==> config.mk <==
export PLATFORM = sky130hd
export DESIGN_NAME = riscv_fetch_unit
export DESIGN_NICKNAME = d
export VERILOG_FILES = /design/src/rtl/riscv_fetch_unit.sv
export SDC_FILE = /design/constraint.sdc
export NUM_CORES = 1
export LEC_CHECK = 0
export CORE_MARGIN = 5
export CORE_UTILIZATION = 50
export DETAILED_ROUTE_END_ITERATION = 10
export PLACE_DENSITY = 0.73
export SYNTH_ARGS = -nofsm -noshare
export SYNTH_HDL_FRONTEND = slang
export SYNTH_SLANG_ARGS = --single-unit
==> constraint.sdc <==
create_clock -name clk -period 4.4 [get_ports clk]
set_input_delay 0.88 -clock clk [delete_from_list [all_inputs] [get_ports clk]]
set_output_delay 0.88 -clock clk [all_outputs]
set_load 0.005 [all_outputs]
==> src/rtl/riscv_fetch_unit.sv <==
// rtl/riscv_fetch_unit.sv - instruction fetch stage with prefetch queue and redirect
// Optional delivered-instruction counter on fetch_count when FETCH_STAT_EN is defined.
module riscv_fetch_unit #(
  parameter int                ADDR_W   = 8,
  parameter int                DEPTH    = 4,
  parameter logic [ADDR_W-1:0] RESET_PC = '0
) (
  input  logic              clk,
  input  logic              reset,
  output logic              imem_req,
  output logic [ADDR_W-1:0] imem_addr,
  input  logic              imem_gnt,
  input  logic              imem_rvalid,
  input  logic [15:0]       imem_rdata,
  output logic [15:0]       instr,
  output logic [ADDR_W-1:0] instr_pc,
  output logic              instr_valid,
  input  logic              instr_ready,
  input  logic              redirect,
  input  logic [ADDR_W-1:0] redirect_pc
`ifdef FETCH_STAT_EN
  , output logic [15:0]     fetch_count
`endif
);

  localparam int PTR_W = $clog2(DEPTH);
  localparam int CNT_W = PTR_W + 1;

  typedef enum logic [1:0] {
    S_IDLE,
    S_REQ,
    S_WAIT,
    S_DROP
  } state_t;

  state_t            state_q, state_d;
  logic [ADDR_W-1:0] fetch_pc_q, fetch_pc_d;
  logic [PTR_W-1:0]  wr_ptr_q, wr_ptr_d;
  logic [PTR_W-1:0]  rd_ptr_q, rd_ptr_d;
  logic [CNT_W-1:0]  count_q, count_d;
  logic [ADDR_W-1:0] pc_mem_q [DEPTH];
  logic [ADDR_W-1:0] pc_mem_d [DEPTH];
  logic [15:0]       ins_mem_q [DEPTH];
  logic [15:0]       ins_mem_d [DEPTH];
  logic              push;
  logic              pop;
  logic              outstanding;

  always_comb begin
    state_d     = state_q;
    fetch_pc_d  = fetch_pc_q;
    wr_ptr_d    = wr_ptr_q;
    rd_ptr_d    = rd_ptr_q;
    pc_mem_d    = pc_mem_q;
    ins_mem_d   = ins_mem_q;
    outstanding = 1'b0;

    // Redirect wins over both queue operations.
    push = (state_q == S_WAIT) && imem_rvalid && !redirect;
    pop  = (count_q != '0) && instr_ready && !redirect;

    if (push) begin
      pc_mem_d[wr_ptr_q]  = fetch_pc_q - ADDR_W'(1);
      ins_mem_d[wr_ptr_q] = imem_rdata;
      wr_ptr_d            = wr_ptr_q + PTR_W'(1);
    end
    if (pop) begin
      rd_ptr_d = rd_ptr_q + PTR_W'(1);
    end
    count_d = count_q + CNT_W'(push) - CNT_W'(pop);

    unique case (state_q)
      S_IDLE: begin
        if (count_q < CNT_W'(DEPTH)) state_d = S_REQ;
      end
      S_REQ: begin
        if (imem_gnt) begin
          fetch_pc_d = fetch_pc_q + ADDR_W'(1);
          state_d    = S_WAIT;
        end
      end
      S_WAIT: begin
        // Post-push occupancy decides whether another slot can be claimed.
        if (imem_rvalid) state_d = (count_d < CNT_W'(DEPTH)) ? S_REQ : S_IDLE;
      end
      S_DROP: begin
        if (imem_rvalid) state_d = S_REQ;
      end
      default: state_d = S_IDLE;
    endcase

    if (redirect) begin
      outstanding = ((state_q == S_WAIT) && !imem_rvalid) ||
                    ((state_q == S_REQ)  && imem_gnt)     ||
                    ((state_q == S_DROP) && !imem_rvalid);
      count_d    = '0;
      wr_ptr_d   = '0;
      rd_ptr_d   = '0;
      fetch_pc_d = redirect_pc;
      state_d    = outstanding ? S_DROP : S_REQ;
    end
  end

  always_ff @(posedge clk or negedge reset) begin
    if (!reset) begin
      state_q    <= S_IDLE;
      fetch_pc_q <= RESET_PC;
      wr_ptr_q   <= '0;
      rd_ptr_q   <= '0;
      count_q    <= '0;
      for (int i = 0; i < DEPTH; i++) begin
        pc_mem_q[i]  <= '0;
        ins_mem_q[i] <= '0;
      end
    end else begin
      state_q    <= state_d;
      fetch_pc_q <= fetch_pc_d;
      wr_ptr_q   <= wr_ptr_d;
      rd_ptr_q   <= rd_ptr_d;
      count_q    <= count_d;
      pc_mem_q   <= pc_mem_d;
      ins_mem_q  <= ins_mem_d;
    end
  end

  assign imem_req    = (state_q == S_REQ);
  assign imem_addr   = fetch_pc_q;
  assign instr_valid = (count_q != '0);
  // An empty queue presents a NOP at pc 0 rather than stale storage.
  assign instr       = instr_valid ? ins_mem_q[rd_ptr_q] : 16'h0000;
  assign instr_pc    = instr_valid ? pc_mem_q[rd_ptr_q] : '0;

`ifdef FETCH_STAT_EN
  logic [15:0] fetch_count_q, fetch_count_d;

  always_comb begin
    fetch_count_d = fetch_count_q;
    if (pop) fetch_count_d = fetch_count_q + 16'd1;
  end

  always_ff @(posedge clk or negedge reset) begin
    if (!reset) fetch_count_q <= '0;
    else        fetch_count_q <= fetch_count_d;
  end

  assign fetch_count = fetch_count_q;
`endif

endmodule

==> flow_metrics.env <==
export IMPL_status="complete, no violations"
export IMPL_antenna_found_initial=0
export IMPL_final_cell_mix="dfrtp_1 (112), mux2_2 (73), clkdlybuf4s50_1 (62), nor2b_1 (26), mux4_2 (24)"
export IMPL_cts_setup_buffers=0
export IMPL_tns_ns=0
export IMPL_dieArea_um2=13100
export IMPL_hold_viol=0
export IMPL_finalSetupViolCount=0
export IMPL_ys_ff_latch=113
export IMPL_max_slew_margin_pct=40.2
export IMPL_grt_pass1_wl_um=20300
export IMPL_diodes=0
export IMPL_yosysUniqueCellTypes=38
export IMPL_start_util_pct=50.7
export IMPL_register_area_um2=2830
export IMPL_row_count=38
export IMPL_drv_slew=0
export IMPL_synth_adder_area_share_pct=2.19
export IMPL_power_density_nw_per_um2=517
export IMPL_wl_um=11800
export IMPL_synth_warnings=0
export IMPL_multiInputGateArea_um2=2440
export IMPL_vias_per_cell=5.62
export IMPL_cp_start_kind="flop"
export IMPL_synth_mux_area_share_pct=26.6
export IMPL_cp_max_fo=14
export IMPL_synth_ff_type="dfrtp_1"
export IMPL_crit_path_end_kind="output pin"
export IMPL_ant_nets=0
export IMPL_tightestPinTransition_ns=0.898
export IMPL_synth_xor_area_share_pct=1.60
export IMPL_nFillCells=819
export IMPL_syn_avg_cell_area_um2=13.3
export IMPL_final_common_cell="dfrtp_1"
export IMPL_grt_setup_unrepaired="no"
export IMPL_hold_path_class="reg2reg"
export IMPL_grt_max_degree=73
export IMPL_whs_ns=0.481
export IMPL_drive_above_1_share_pct=30.1
export IMPL_dp_hpwl_um=7630
export IMPL_die_height_um=115
export IMPL_clock_latency_ns=0.51
export IMPL_drt_first_pass_iters=7
export IMPL_peakVddDrop_v=0.000271
export IMPL_wl_per_cell_um=18.6
export IMPL_critPathRequiredTime_ns=3.52
export IMPL_htreeDepth=4
export IMPL_nNetsFinal=518
export IMPL_cts_buffer_depth=2
export IMPL_syn_inst=412
export IMPL_crit_arrival_ns=2.61
export IMPL_synth_compound_area_share_pct=5.65
export IMPL_core_um2=10800
export IMPL_final_period_utilization_pct=79.3
export IMPL_drc=0
export IMPL_async_reset_ff_share_pct=100
export IMPL_area_delta_synth_final_pct=24.0
export IMPL_synth_edf_count=0
export IMPL_min_period_ns=3.49
export IMPL_cts_tree="done"
export IMPL_synthSimpleGateAreaFrac_pct=8.39
export IMPL_ctsHoldBuffers=0
export IMPL_io_pins=64
export IMPL_place_congestion=0.823
export IMPL_grt_overflow=0
export IMPL_grt_pass1_vias=3920
export IMPL_grt_use_total_pct=20.0
export IMPL_syn_cell_area_um2=5470
export IMPL_drt_initial_drc_count=203
export IMPL_syn_nets=451
export IMPL_root_buffer="clkbuf_8"
export IMPL_path_clk_slew_ns=0.05
export IMPL_synth_top_family_by_area="multiplexers"
export IMPL_path_class="reg2out"
export IMPL_p_leak_nw=3.07
export IMPL_die_x_um=115
export IMPL_io_buffers=63
export IMPL_ys_seq_area_share_pct=51.7
export IMPL_finClkSkew_ns=0.00864
export IMPL_vias=3552
export IMPL_drv_cap=0
export IMPL_timing_fmax_mhz=287
export IMPL_clock_sinks=113
export IMPL_numCtsBuffers=17
export IMPL_cts_resized=0
-- cell usage after synthesis (6+ instances only) --
library cell / count / area share [%]
dfrtp_1: 113 / 52
mux2_2: 73 / 15
nor2b_1: 26 / 3.0
mux4_2: 24 / 9.9
a21oi_1: 20 / 1.8
inv_1: 17 / 1.2
a31oi_1: 16 / 1.8
buf_2: 12 / 1.1
nor2_1: 12 / 0.82
nand2_1: 10 / 0.69
buf_4: 8 / 1.1
ha_1: 8 / 1.8
clkbuf_1: 7 / 0.48
mux2i_1: 6 / 1.1
o21ai_0: 6 / 0.55
-- sequential cells by signal (all words and copies together) (netlist names) --
name / count
ins_mem_q: 64
pc_mem_q: 32
imem_addr: 8
count_q: 3
rd_ptr_q: 2
state_q: 2
wr_ptr_q: 2
-- worst paths after layout --
kind,start,end,slack (ns),cells after the start
max,rd_ptr_q[0],instr[3],0.91,4
min,ins_mem_q[29],ins_mem_q[29],0.48,1
max reg2reg,state_q[0],state_q[0],1.84,10
min reg2reg,ins_mem_q[29],ins_mem_q[29],0.48,1
max in group asynchronous,reset,ins_mem_q[62],3.03,2
min in group asynchronous,reset,ins_mem_q[50],0.50,1
-- area by class of cell --
cell class / count / share of cell area (%)
flip-flops and latches: 113 / 41.7
clock buffers: 19 / 6.50
multi-input cells: 254 / 35.9
repair buffers: 76 / 10.7
clock inverters: 13 / 1.73
inverters: 17 / 0.940
well taps: 140 / 2.58
-- cells by family (layout without fill, tap and decap cells) --
kind of cell,Yosys count,in the layout
buf+inv,45,125
simple gates,78,78
flops,113,113
mux,106,106
fa+ha+maj,9,9
compound gates,51,51
xor+xnor,10,10
-- per-stage QoR --
stage               area [um^2]  utilization [%]  cells  total power [mW]  setup WS, ns
floorplan                  5470                -    412              1.85          1.30
global route               6790             62.9    632              3.70         0.735
detailed placement         6230             57.7    600              2.26         0.894
global placement           6230             57.7    600              2.24         0.949
finish                     6790             62.9    632              3.51         0.912
CTS                        6790             62.9    632              3.56         0.852
-- per-layer routing --
| layer | part of all wire, % | track usage, % | vias to the layer above |
|---|---|---|---|
| li1 | - | - | 1629 |
| met1 | 45 | 26.9 | 1821 |
| met2 | 50 | 31.2 | 93 |
| met3 | 4.9 | 6.55 | 9 |
| met4 | 0.81 | 5.54 | 0 |
| met5 | 0 | 0 | - |
-- critical path: stages, from the launching register on --
cell and delay [ns]:
dfrtp_2 0.67, buf_4 0.30, mux4_2 0.52, nor2b_1 0.15, clkdlybuf4s50_1 0.46
-- power breakdown --
group / internal [mW] / switching, mW
registers: 1.18 / 0.136
logic: 0.556 / 0.354
clock network: 0.822 / 0.461
Power figures use the tool's default switching activity.
